===== src/rtl/alu_ctrl_pkg.sv =====
// Shared constants for the ALU control sequencer: funct encodings, ALUOp
// encodings, ALU function codes and the sequencer state type.
package alu_ctrl_pkg;

  localparam logic [5:0] F_SLL   = 6'h00;
  localparam logic [5:0] F_SRL   = 6'h02;
  localparam logic [5:0] F_MULT  = 6'h18;
  localparam logic [5:0] F_MULTU = 6'h19;
  localparam logic [5:0] F_DIV   = 6'h1A;
  localparam logic [5:0] F_DIVU  = 6'h1B;
  localparam logic [5:0] F_ADD   = 6'h20;
  localparam logic [5:0] F_SUB   = 6'h22;
  localparam logic [5:0] F_AND   = 6'h24;
  localparam logic [5:0] F_OR    = 6'h25;
  localparam logic [5:0] F_NOR   = 6'h27;
  localparam logic [5:0] F_SLT   = 6'h2A;
  localparam logic [5:0] F_SLTU  = 6'h2B;

  localparam logic [1:0] OP_RTYPE = 2'b00;
  localparam logic [1:0] OP_SUB   = 2'b01;
  localparam logic [1:0] OP_ADD   = 2'b10;
  localparam logic [1:0] OP_OR    = 2'b11;

  localparam logic [3:0] FN_ADD     = 4'd0;
  localparam logic [3:0] FN_SUB     = 4'd1;
  localparam logic [3:0] FN_AND     = 4'd2;
  localparam logic [3:0] FN_OR      = 4'd3;
  localparam logic [3:0] FN_NOR     = 4'd4;
  localparam logic [3:0] FN_SLT     = 4'd5;
  localparam logic [3:0] FN_SLL     = 4'd6;
  localparam logic [3:0] FN_SRL     = 4'd7;
  localparam logic [3:0] FN_SLTU    = 4'd8;
  localparam logic [3:0] FN_MULT    = 4'd9;
  localparam logic [3:0] FN_DIV     = 4'd10;
  localparam logic [3:0] FN_ILLEGAL = 4'hF;

  typedef enum logic [0:0] {
    IDLE = 1'b0,
    BUSY = 1'b1
  } state_t;

endpackage


===== src/rtl/alu_func_decode.sv =====
// Combinational ALUOp/funct decoder: produces the ALU function code plus
// multi-cycle, divide and illegal-funct flags.
module alu_func_decode
  import alu_ctrl_pkg::*;
#(
  parameter int FUNC_W = 4
) (
  input  logic [5:0]        i_funct,
  input  logic [1:0]        i_alu_op,
  output logic [FUNC_W-1:0] o_func,
  output logic              o_is_multi,
  output logic              o_is_div,
  output logic              o_illegal
);

  logic [3:0] w_code;

  // Decode table; unknown R-type funct codes flag illegal.
  always_comb begin
    w_code     = FN_ADD;
    o_is_multi = 1'b0;
    o_is_div   = 1'b0;
    o_illegal  = 1'b0;
    case (i_alu_op)
      OP_RTYPE: begin
        case (i_funct)
          F_ADD:  w_code = FN_ADD;
          F_SUB:  w_code = FN_SUB;
          F_AND:  w_code = FN_AND;
          F_OR:   w_code = FN_OR;
          F_NOR:  w_code = FN_NOR;
          F_SLT:  w_code = FN_SLT;
          F_SLL:  w_code = FN_SLL;
          F_SRL:  w_code = FN_SRL;
          F_SLTU: w_code = FN_SLTU;
          F_MULT, F_MULTU: begin
            w_code     = FN_MULT;
            o_is_multi = 1'b1;
          end
          F_DIV, F_DIVU: begin
            w_code     = FN_DIV;
            o_is_multi = 1'b1;
            o_is_div   = 1'b1;
          end
          default: begin
            w_code    = FN_ILLEGAL;
            o_illegal = 1'b1;
          end
        endcase
      end
      OP_SUB:  w_code = FN_SUB;
      OP_ADD:  w_code = FN_ADD;
      OP_OR:   w_code = FN_OR;
      default: w_code = FN_ADD;
    endcase

    if (o_illegal) begin
      o_func = '1;
    end else begin
      o_func = FUNC_W'(w_code);
    end
  end

endmodule


===== src/rtl/alu_control_seq.sv =====
// Registered ALU control with handshake; sequences multi-cycle mult/div by
// pulsing multi_start and reporting completion after a fixed latency.
module alu_control_seq
  import alu_ctrl_pkg::*;
#(
  parameter  int FUNC_W     = 4,
  parameter  int MUL_CYCLES = 4,
  parameter  int DIV_CYCLES = 8,
  localparam int CNT_W      = $clog2((MUL_CYCLES > DIV_CYCLES) ? MUL_CYCLES : DIV_CYCLES) + 1
) (
  input  logic              clk,
  input  logic              rst,
  input  logic              in_valid,
  output logic              in_ready,
  input  logic [5:0]        funct,
  input  logic [1:0]        alu_op,
  output logic [FUNC_W-1:0] func,
  output logic              out_valid,
  output logic              multi_start,
  output logic              busy,
  output logic              illegal
);

  state_t            r_state, w_state_nxt;
  logic [CNT_W-1:0]  r_cnt, w_cnt_nxt;
  logic [FUNC_W-1:0] r_func, w_func_nxt;
  logic              r_illegal, w_illegal_nxt;
  logic              r_out_valid, w_out_valid_nxt;
  logic              r_multi_start, w_multi_start_nxt;
  logic              r_busy, w_busy_nxt;

  logic [FUNC_W-1:0] w_dec_func;
  logic              w_dec_multi, w_dec_div, w_dec_illegal;
  logic              w_accept;

  alu_func_decode #(.FUNC_W(FUNC_W)) u_decode (
    .i_funct   (funct),
    .i_alu_op  (alu_op),
    .o_func    (w_dec_func),
    .o_is_multi(w_dec_multi),
    .o_is_div  (w_dec_div),
    .o_illegal (w_dec_illegal)
  );

  // in_ready depends only on state, so there is no in_valid -> in_ready path.
  assign in_ready = (r_state == IDLE);
  assign w_accept = in_valid & in_ready;

  // State register.
  always_ff @(posedge clk or posedge rst) begin
    if (rst) begin
      r_state <= IDLE;
    end else begin
      r_state <= w_state_nxt;
    end
  end

  // Next-state, counter and output-register next values.
  always_comb begin
    w_state_nxt       = r_state;
    w_cnt_nxt         = r_cnt;
    w_func_nxt        = r_func;
    w_illegal_nxt     = r_illegal;
    w_out_valid_nxt   = 1'b0;
    w_multi_start_nxt = 1'b0;
    case (r_state)
      IDLE: begin
        if (w_accept) begin
          w_func_nxt    = w_dec_func;
          w_illegal_nxt = w_dec_illegal;
          if (w_dec_multi) begin
            w_multi_start_nxt = 1'b1;
            w_state_nxt       = BUSY;
            if (w_dec_div) begin
              w_cnt_nxt = CNT_W'(DIV_CYCLES - 1);
            end else begin
              w_cnt_nxt = CNT_W'(MUL_CYCLES - 1);
            end
          end else begin
            w_out_valid_nxt = 1'b1;
          end
        end else begin
          w_state_nxt = IDLE;
        end
      end
      BUSY: begin
        if (r_cnt == '0) begin
          w_out_valid_nxt = 1'b1;
          w_state_nxt     = IDLE;
        end else begin
          w_cnt_nxt = r_cnt - CNT_W'(1);
        end
      end
      default: begin
        w_state_nxt = IDLE;
        w_cnt_nxt   = '0;
      end
    endcase
    w_busy_nxt = (w_state_nxt == BUSY);
  end

  // Output and counter registers.
  always_ff @(posedge clk or posedge rst) begin
    if (rst) begin
      r_cnt         <= '0;
      r_func        <= '0;
      r_illegal     <= 1'b0;
      r_out_valid   <= 1'b0;
      r_multi_start <= 1'b0;
      r_busy        <= 1'b0;
    end else begin
      r_cnt         <= w_cnt_nxt;
      r_func        <= w_func_nxt;
      r_illegal     <= w_illegal_nxt;
      r_out_valid   <= w_out_valid_nxt;
      r_multi_start <= w_multi_start_nxt;
      r_busy        <= w_busy_nxt;
    end
  end

  assign func        = r_func;
  assign illegal     = r_illegal;
  assign out_valid   = r_out_valid;
  assign multi_start = r_multi_start;
  assign busy        = r_busy;

endmodule


===== config.mk =====
export PLATFORM = sky130hd
export DESIGN_NAME = alu_control_seq
export DESIGN_NICKNAME = d
export VERILOG_FILES = /design/src/rtl/alu_ctrl_pkg.sv /design/src/rtl/alu_func_decode.sv /design/src/rtl/alu_control_seq.sv
export SDC_FILE = /design/constraint.sdc
export NUM_CORES = 1
export LEC_CHECK = 0
export BUFFER_PORTS_ARGS = -buffer_cell sky130_fd_sc_hd__buf_2
export CORE_MARGIN = 3
export CORE_UTILIZATION = 42
export CTS_CLUSTER_DIAMETER = 150
export DETAILED_ROUTE_END_ITERATION = 7
export PLACE_DENSITY = 0.66
export SLEW_MARGIN = 20
export SYNTH_ARGS = -nofsm -noshare
export SYNTH_HDL_FRONTEND = slang
export SYNTH_SLANG_ARGS = --single-unit

===== constraint.sdc =====
create_clock -name clk -period 2.86 [get_ports clk]
set_input_delay 0.286 -clock clk [delete_from_list [all_inputs] [get_ports clk]]
set_output_delay 0.286 -clock clk [all_outputs]
set_load 0.01 [all_outputs]

==> results of run 1 <==
stage by stage:
stage / area, µm² / hold slack (ns) / std cells / power, W / worst slack (ns)
floorplan: 775.7 / 0.1507 / 85 / 0.0002716 / 1.485
global placement: 850.8 / 0.3103 / 124 / 0.0002951 / 1.341
detailed placement: 850.8 / 0.3202 / 124 / 0.0002976 / 1.285
CTS: 887.1 / 0.02285 / 128 / 0.0004325 / 1.279
global route: 887.1 / 0.04015 / 128 / 0.0004571 / 1.107
finish: 887.1 / 0.01308 / 128 / 0.0004249 / 1.280
flip-flops by register name, indices dropped and copies added (netlist names):
name	flops
busy	1
func	4
out_valid	1
illegal	1
r_cnt	4
multi_start	1
routing by layer:
metal / wire (µm) / track usage / part of all wire
met1: 730 / 0.1898 / 0.48
met2: 691 / 0.2240 / 0.45
met3: 100 / 0.06116 / 0.066
met4: 0 / 0.01422 / 0
met5: 0 / 0 / 0
synthesized netlist by cell type:
| cell | instances | share of area |
|---|---|---|
| sky130_fd_sc_hd__o311a_1 | 1 | 0.013 |
| sky130_fd_sc_hd__o41ai_2 | 1 | 0.021 |
| sky130_fd_sc_hd__xor2_1 | 1 | 0.011 |
| sky130_fd_sc_hd__a41oi_1 | 1 | 0.011 |
| sky130_fd_sc_hd__a221o_1 | 1 | 0.013 |
| sky130_fd_sc_hd__nor4_1 | 1 | 0.0081 |
| sky130_fd_sc_hd__buf_6 | 2 | 0.029 |
| sky130_fd_sc_hd__a21oi_1 | 1 | 0.0064 |
| sky130_fd_sc_hd__nand4bb_1 | 1 | 0.015 |
| sky130_fd_sc_hd__nor4_2 | 1 | 0.016 |
| sky130_fd_sc_hd__a21oi_2 | 1 | 0.011 |
| sky130_fd_sc_hd__inv_1 | 8 | 0.039 |
| sky130_fd_sc_hd__mux2i_1 | 2 | 0.026 |
| sky130_fd_sc_hd__or2_0 | 1 | 0.0081 |
| sky130_fd_sc_hd__ha_1 | 1 | 0.016 |
| sky130_fd_sc_hd__o21ai_0 | 3 | 0.019 |
| sky130_fd_sc_hd__clkbuf_8 | 2 | 0.035 |
| sky130_fd_sc_hd__nand2_1 | 9 | 0.044 |
| sky130_fd_sc_hd__nor2b_1 | 1 | 0.0081 |
| sky130_fd_sc_hd__a22o_1 | 1 | 0.011 |
| sky130_fd_sc_hd__o21ai_1 | 2 | 0.013 |
| sky130_fd_sc_hd__a22oi_1 | 1 | 0.0097 |
| sky130_fd_sc_hd__nor3_1 | 3 | 0.019 |
| sky130_fd_sc_hd__and2b_2 | 1 | 0.011 |
| sky130_fd_sc_hd__nand2b_1 | 3 | 0.024 |
| sky130_fd_sc_hd__a31oi_1 | 4 | 0.032 |
| sky130_fd_sc_hd__nand3_1 | 2 | 0.013 |
| sky130_fd_sc_hd__dfrtp_1 | 12 | 0.39 |
| sky130_fd_sc_hd__a2bb2oi_1 | 1 | 0.011 |
| sky130_fd_sc_hd__nor3b_2 | 1 | 0.016 |
| sky130_fd_sc_hd__nor2_1 | 9 | 0.044 |
| sky130_fd_sc_hd__o21a_1 | 2 | 0.019 |
| sky130_fd_sc_hd__nand3b_1 | 1 | 0.0097 |
| sky130_fd_sc_hd__nand3_2 | 1 | 0.013 |
| sky130_fd_sc_hd__o22ai_1 | 2 | 0.016 |
power by group:
| group | switching, W | internal (W) | leakage, nW |
|---|---|---|---|
| logic | 0.0000534 | 0.0000395 | 0.249 |
| clock network | 0.0000547 | 0.0000773 | 0.0210 |
| registers | 0.0000104 | 0.000190 | 0.145 |
| total | 0.000119 | 0.000306 | 0.414 |
final cells by class:
| type | instances | area [µm²] | share of cell area |
|---|---|---|---|
| Tap cell | 24 | 30.03 | 0.03385 |
| Multi-Input combinational cell | 61 | 395.4 | 0.4457 |
| Timing Repair Buffer | 19 | 95.09 | 0.1072 |
| Sequential cell | 12 | 300.3 | 0.3385 |
| Clock buffer | 4 | 36.28 | 0.04090 |
| Inverter | 8 | 30.03 | 0.03385 |
cell families (layout without fill, tap and decap cells):
group                      after synthesis  count (layout)  share of synthesized area
DFF                                     12              12                     0.3871
xor gates and xnor gates                 1               1                    0.01129
buffers and inverters                   12              31                     0.1032
AOI/OAI and AO/OA                       22              22                     0.2081
adders and majority gates                1               1                    0.01613
and+or+nand+nor                         35              35                     0.2484
muxes                                    2               2                    0.02581
path summary, 6_finish.rpt:
check                      endpoint  cells past startpoint
setup / recovery           r_cnt[0]                      6
hold / removal              illegal                      2
setup reg to reg           r_cnt[0]                      6
hold reg to reg             func[3]                      2
max in group asynchronous  r_cnt[1]                      2
min in group clk            func[0]                      3
worst register-to-register path, stage by stage, from the launching register on:
cell	delay (ns)
sky130_fd_sc_hd__dfrtp_1	0.38
sky130_fd_sc_hd__inv_1	0.09
sky130_fd_sc_hd__ha_1	0.17
sky130_fd_sc_hd__nand2b_1	0.08
sky130_fd_sc_hd__o21a_1	0.23
sky130_fd_sc_hd__o22ai_1	0.35
sky130_fd_sc_hd__mux2i_1	0.14
==> impl_metrics.xml, run 1 <==
<?xml version="1.0" encoding="UTF-8"?>
<metrics>
  <group name="run_status">
    <metric name="status" unit="">completed</metric>
  </group>
  <group name="min_path">
    <metric name="hold_class" unit="">input port to async pin</metric>
  </group>
  <group name="yosys">
    <metric name="synth_warn" unit="">0</metric>
    <metric name="synth.cell_area" unit="µm²">775.7</metric>
    <metric name="yosysSeqAreaShare" unit="">0.3871</metric>
    <metric name="synth-seq-cells" unit="">12</metric>
    <metric name="post_synth_num_cell_types" unit="">35</metric>
    <metric name="synth_nets" unit="">97</metric>
    <metric name="synthCells" unit="">85</metric>
    <metric name="synth_area_per_cell" unit="µm²">9.126</metric>
  </group>
  <group name="floorplanning">
    <metric name="die-height" unit="µm">48.98</metric>
    <metric name="fp.dieW" unit="µm">48.98</metric>
    <metric name="std_cell_rows" unit="">14</metric>
    <metric name="ioPinCount" unit="">20</metric>
    <metric name="starting_utilization_of_the_core_area" unit="">0.4814</metric>
    <metric name="die-area" unit="µm²">2399</metric>
    <metric name="coreArea" unit="µm²">1612</metric>
  </group>
  <group name="sta">
    <metric name="timing_worst_slew_pin_value" unit="ns">0.4649</metric>
    <metric name="slew_violations" unit="">0</metric>
    <metric name="final.min_clock_period" unit="ns">1.580</metric>
    <metric name="finalClockSkew" unit="ns">0.003224</metric>
    <metric name="rsz_0062_raised_after_global_routing" unit="">no</metric>
    <metric name="achievable-frequency" unit="GHz">0.6328</metric>
    <metric name="finalSetupViolCount" unit="">0</metric>
    <metric name="sum_of_negative_setup_slack" unit="ns">0</metric>
    <metric name="hold_viol_final" unit="">0</metric>
    <metric name="period_share" unit="">0.5525</metric>
    <metric name="slew_headroom" unit="">0.6897</metric>
  </group>
  <group name="detailed_routing">
    <metric name="drt_via_density" unit="">5.195</metric>
    <metric name="wl" unit="mm">1.521</metric>
    <metric name="drcViolationCount" unit="">0</metric>
    <metric name="wl_per_cell" unit="µm">11.88</metric>
    <metric name="ant_nets" unit="">0</metric>
    <metric name="dr_total_vias" unit="">665</metric>
    <metric name="first_pass_iters" unit="">4</metric>
    <metric name="drt_iter0_markers" unit="">9</metric>
  </group>
  <group name="worst_setup_path">
    <metric name="rr_startpoint" unit="">r_cnt[0]</metric>
    <metric name="timing.critical_path.to_type" unit="">register</metric>
    <metric name="required_time_of_the_critical_path" unit="ns">2.99</metric>
    <metric name="cp.buffers_inverters" unit="">1</metric>
    <metric name="worst_path_cell_trace" unit="">inv_1 &gt; ha_1 &gt; nand2b_1 &gt; o21a_1 &gt; o22ai_1 &gt; mux2i_1</metric>
    <metric name="timing.critical_path.slowest_cell_delay" unit="ns">0.38</metric>
    <metric name="timing.setup.critical_path_class" unit="">register to register</metric>
    <metric name="critPathMaxFanout" unit="">5</metric>
    <metric name="source_of_the_critical_timing_path" unit="">r_cnt[0]</metric>
    <metric name="worst_path_max_delay_cell" unit="">sky130_fd_sc_hd__dfrtp_1</metric>
    <metric name="crit_path_start_kind" unit="">register</metric>
    <metric name="worst-endpoint-arrival" unit="ns">1.71</metric>
    <metric name="critPathTopFamily" unit="">compound AO/OA/AOI/OAI gates</metric>
    <metric name="regToRegSetupSlack" unit="ns">1.28</metric>
  </group>
  <group name="clock_network">
    <metric name="cts_tree" unit="">yes</metric>
    <metric name="hold_bufs_inserted_after_cts" unit="">0</metric>
    <metric name="insertion_delay" unit="ns">0.27</metric>
    <metric name="htree_levels" unit="">1</metric>
    <metric name="tritoncts.num_buffers" unit="">3</metric>
    <metric name="clock_path_buffers" unit="">2</metric>
    <metric name="cts.repair.resized" unit="">0</metric>
    <metric name="cts.sink_count" unit="">12</metric>
    <metric name="cts.root.buffer_cell" unit="">sky130_fd_sc_hd__clkbuf_4</metric>
    <metric name="clk_transition_reported_paths" unit="ns">0.07</metric>
    <metric name="post_cts.repair.setup_buffers" unit="">0</metric>
  </group>
  <group name="global_route">
    <metric name="grt_max_degree" unit="">13</metric>
    <metric name="first_global_vias" unit="">627</metric>
    <metric name="grt_pass1_wl" unit="mm">2.753</metric>
    <metric name="grt_remaining_overflow" unit="">0</metric>
    <metric name="grt_antenna_before_repair" unit="">0</metric>
    <metric name="grt.total_usage" unit="">0.1433</metric>
  </group>
  <group name="placed_design">
    <metric name="gpl.final_weighted_congestion" unit="">0.7724</metric>
    <metric name="dpl_hpwl" unit="mm">1.226</metric>
    <metric name="io_buffer_count" unit="">19</metric>
  </group>
  <group name="cells_and_area">
    <metric name="layout_commonest_cell" unit="">sky130_fd_sc_hd__buf_2</metric>
    <metric name="utilization" unit="">0.5505</metric>
    <metric name="layout-area-overhead-vs-synth" unit="%">14.35</metric>
    <metric name="nNetsFinal" unit="">117</metric>
    <metric name="fillerInstances" unit="">161</metric>
    <metric name="number_of_diodes_added_for_antenna_fixing" unit="">0</metric>
    <metric name="final_cell_mix" unit="">sky130_fd_sc_hd__buf_2 (19), sky130_fd_sc_hd__dfrtp_1 (12), sky130_fd_sc_hd__nand2_1 (9), sky130_fd_sc_hd__nor2_1 (9), sky130_fd_sc_hd__inv_1 (8)</metric>
    <metric name="fraction_of_final_layout_cells_with_drive_strength_greater_than_1" unit="">0.2788</metric>
  </group>
  <group name="power_and_ir_drop">
    <metric name="peakVddDrop" unit="µV">300.5</metric>
    <metric name="power_density" unit="nW/µm²">478.9</metric>
    <metric name="power.static_leakage" unit="nW">0.4144</metric>
  </group>
  <group name="job">
    <metric name="maxCapViolations" unit="">0</metric>
  </group>
</metrics>
Note: power is estimated with default switching activity, not from simulation.
==> inputs of run 2 (changes only) <==
--- a/config.mk
+++ b/config.mk
@@ -10,7 +10,7 @@
 export CORE_UTILIZATION = 42
 export CTS_CLUSTER_DIAMETER = 150
 export DETAILED_ROUTE_END_ITERATION = 7
-export PLACE_DENSITY = 0.66
+export PLACE_DENSITY = 0.68
 export SLEW_MARGIN = 20
 export SYNTH_ARGS = -nofsm -noshare
 export SYNTH_HDL_FRONTEND = slang
==> constraint.sdc (replaced) <==
create_clock -name clk -period 1.3 [get_ports clk]
set_input_delay 0.13 -clock clk [delete_from_list [all_inputs] [get_ports clk]]
set_output_delay 0.13 -clock clk [all_outputs]
set_load 0.01 [all_outputs]
==> run 2 against run 1 <==
  * The flow now finishes with violations (negative setup slack)
  * Sequential power up 120%
  * Fmax up 17%
  * Clock-buffer cell count unchanged
  * Clock power up 130%
  * Utilization up 11 points
  * Critical path depth unchanged
  * Worst setup slack worse by 1.3 ns
  * Cell count up 13%
  * Wire length up 22%
  * Non-clock buffer count up 16
  * Flip-flop and latch count unchanged
  * Clock skew up 0.0035 ns
  * Critical path type unchanged
  * Critical endpoint unchanged
  * Largest power group unchanged
  * Highest routed layer is now met4
==> impl_metrics.xml, run 2 (synthesis gave the netlist of run 1 again) <==
<?xml version="1.0" encoding="UTF-8"?>
<metrics>
  <group name="power_and_ir_drop">
    <metric name="peakVddDrop" unit="µV">762.5</metric>
    <metric name="power.static_leakage" unit="nW">0.4945</metric>
    <metric name="power_density" unit="nW/µm²">994.9</metric>
  </group>
  <group name="detailed_routing">
    <metric name="first_pass_iters" unit="">4</metric>
    <metric name="dr_total_vias" unit="">740</metric>
    <metric name="drt_iter0_markers" unit="">20</metric>
    <metric name="ant_nets" unit="">0</metric>
    <metric name="drcViolationCount" unit="">0</metric>
    <metric name="wl" unit="mm">1.857</metric>
    <metric name="wl_per_cell" unit="µm">12.90</metric>
    <metric name="drt_via_density" unit="">5.139</metric>
  </group>
  <group name="placed_design">
    <metric name="placed_cell_area" unit="µm²">954.7</metric>
    <metric name="dpl_hpwl" unit="mm">1.324</metric>
    <metric name="gpl.final_weighted_congestion" unit="">0.7881</metric>
    <metric name="io_buffer_count" unit="">19</metric>
    <metric name="dpl.cell_count" unit="">137</metric>
  </group>
  <group name="clock_network">
    <metric name="cts.sink_count" unit="">12</metric>
    <metric name="cts_tree" unit="">yes</metric>
    <metric name="clk_transition_reported_paths" unit="ns">0.08</metric>
    <metric name="clock_path_buffers" unit="">2</metric>
    <metric name="htree_levels" unit="">1</metric>
    <metric name="tritoncts.num_buffers" unit="">3</metric>
    <metric name="cts.root.buffer_cell" unit="">sky130_fd_sc_hd__clkbuf_4</metric>
    <metric name="insertion_delay" unit="ns">0.28</metric>
  </group>
  <group name="global_route">
    <metric name="gr_util_met3" unit="">0.05505</metric>
    <metric name="grt_peak_use_layer" unit="">met2</metric>
    <metric name="grt.total_usage" unit="">0.1602</metric>
    <metric name="grt_max_degree" unit="">13</metric>
    <metric name="grt_pass1_wl" unit="mm">3.042</metric>
    <metric name="grt_remaining_overflow" unit="">0</metric>
    <metric name="met1_demand_to_capacity_share_in_global_routing" unit="">0.2110</metric>
    <metric name="grtUsageMet2" unit="">0.2557</metric>
    <metric name="first_global_vias" unit="">712</metric>
    <metric name="grt_antenna_before_repair" unit="">0</metric>
  </group>
  <group name="cells_and_area">
    <metric name="fillerInstances" unit="">145</metric>
    <metric name="number_of_diodes_added_for_antenna_fixing" unit="">0</metric>
    <metric name="nNetsFinal" unit="">133</metric>
    <metric name="stdcell_area" unit="µm²">1060</metric>
    <metric name="fraction_of_final_layout_cells_with_drive_strength_greater_than_1" unit="">0.4167</metric>
    <metric name="utilization" unit="">0.6576</metric>
    <metric name="layout_commonest_cell" unit="">sky130_fd_sc_hd__buf_2</metric>
    <metric name="final_cell_mix" unit="">sky130_fd_sc_hd__buf_2 (19), sky130_fd_sc_hd__buf_4 (15), sky130_fd_sc_hd__dfrtp_1 (12)</metric>
    <metric name="layout-area-overhead-vs-synth" unit="%">36.61</metric>
    <metric name="stdcell_count" unit="">144</metric>
  </group>
  <group name="sta">
    <metric name="rsz_0062_raised_after_global_routing" unit="">yes</metric>
    <metric name="final.min_clock_period" unit="ns">1.345</metric>
    <metric name="slew_violations" unit="">0</metric>
    <metric name="hold_viol_final" unit="">0</metric>
    <metric name="period_share" unit="">1.035</metric>
    <metric name="timing_worst_slew_pin_value" unit="ns">0.4740</metric>
    <metric name="hold_slack" unit="ns">0.1424</metric>
    <metric name="fin_ws" unit="ns">-0.04513</metric>
    <metric name="slew_headroom" unit="">0.6836</metric>
    <metric name="finalClockSkew" unit="ns">0.006764</metric>
    <metric name="achievable-frequency" unit="GHz">0.7434</metric>
    <metric name="finalSetupViolCount" unit="">5</metric>
  </group>
  <group name="floorplanning">
    <metric name="die-height" unit="µm">48.98</metric>
    <metric name="fp.dieW" unit="µm">48.98</metric>
    <metric name="die-area" unit="µm²">2399</metric>
    <metric name="std_cell_rows" unit="">14</metric>
    <metric name="ioPinCount" unit="">20</metric>
    <metric name="coreArea" unit="µm²">1612</metric>
    <metric name="starting_utilization_of_the_core_area" unit="">0.4814</metric>
  </group>
  <group name="worst_setup_path">
    <metric name="required_time_of_the_critical_path" unit="ns">1.45</metric>
    <metric name="timing.setup.critical_path_class" unit="">register to register</metric>
    <metric name="worst-endpoint-arrival" unit="ns">1.50</metric>
    <metric name="critPathMaxFanout" unit="">5</metric>
    <metric name="crit_path_start_kind" unit="">register</metric>
    <metric name="timing.critical_path.to_type" unit="">register</metric>
    <metric name="regToRegSetupSlack" unit="ns">-0.05</metric>
  </group>
  <group name="run_status">
    <metric name="violations" unit="">negative setup slack</metric>
    <metric name="status" unit="">finished, violations left</metric>
  </group>
  <group name="job">
    <metric name="maxCapViolations" unit="">0</metric>
  </group>
  <group name="min_path">
    <metric name="hold_class" unit="">input port to register</metric>
  </group>
</metrics>
==> run 2: stage by stage <==
step                setup WS (ns)   power, W   TNS, ns
global placement         -0.02636  0.0006887  -0.08185
global route              -0.1229   0.001118   -0.5372
detailed placement        -0.1103  0.0006966   -0.3692
floorplan                 0.01679  0.0005979         0
CTS                      -0.04302  0.0009997   -0.1510
finish                   -0.04513   0.001054   -0.1445
==> run 2: area by class of cell <==
type	count	area (µm²)	share of cell area
Multi-Input combinational cell	61	445.4	0.4203
Tap cell	24	30.03	0.02834
Clock buffer	4	36.28	0.03424
Sequential cell	12	300.3	0.2834
Timing Repair Buffer	35	217.7	0.2054
Inverter	8	30.03	0.02834
==> run 2: metal layers <==
metal  up-vias  wire length (µm)
li1        372                 -
met1       345               819
met2        21               912
met3         2               100
met4         0                23
met5         -                 0
==> run 2: power breakdown <==
part	internal (W)	leakage (nW)	total, W	switching [W]
Sequential	0.000417	0.145	0.000447	0.0000296
Combinational	0.000157	0.329	0.000309	0.000152
Clock	0.000170	0.0210	0.000299	0.000128
Total	0.000744	0.495	0.00105	0.000310
==> run 2: path summary, 6_finish.rpt <==
path / from / cells after the start / endpoint
setup / recovery: r_cnt[1] / 6 / r_cnt[0]
hold / removal: alu_op[0] / 3 / func[0]
setup reg to reg: r_cnt[1] / 6 / r_cnt[0]
hold reg to reg: func[3] / 2 / func[3]
max in group asynchronous: rst / 3 / r_cnt[3]
min in group asynchronous: rst / 3 / illegal
==> run 2: what timing repair did <==
item,4_1_cts,5_1_grt
hold buffers,1,0
pin swaps,1,4
hold endpoints to repair,12,0
setup buffers,0,2
gates resized for setup,2,7
setup endpoints to repair,5,6
==> run 2: critical path: stages (launching register included) <==
cell and delay [ns]:
sky130_fd_sc_hd__dfrtp_1 0.39, sky130_fd_sc_hd__inv_2 0.09, sky130_fd_sc_hd__ha_4 0.16, sky130_fd_sc_hd__nand2b_4 0.06, sky130_fd_sc_hd__o21a_4 0.24, sky130_fd_sc_hd__o22ai_4 0.19, sky130_fd_sc_hd__mux2i_1 0.10
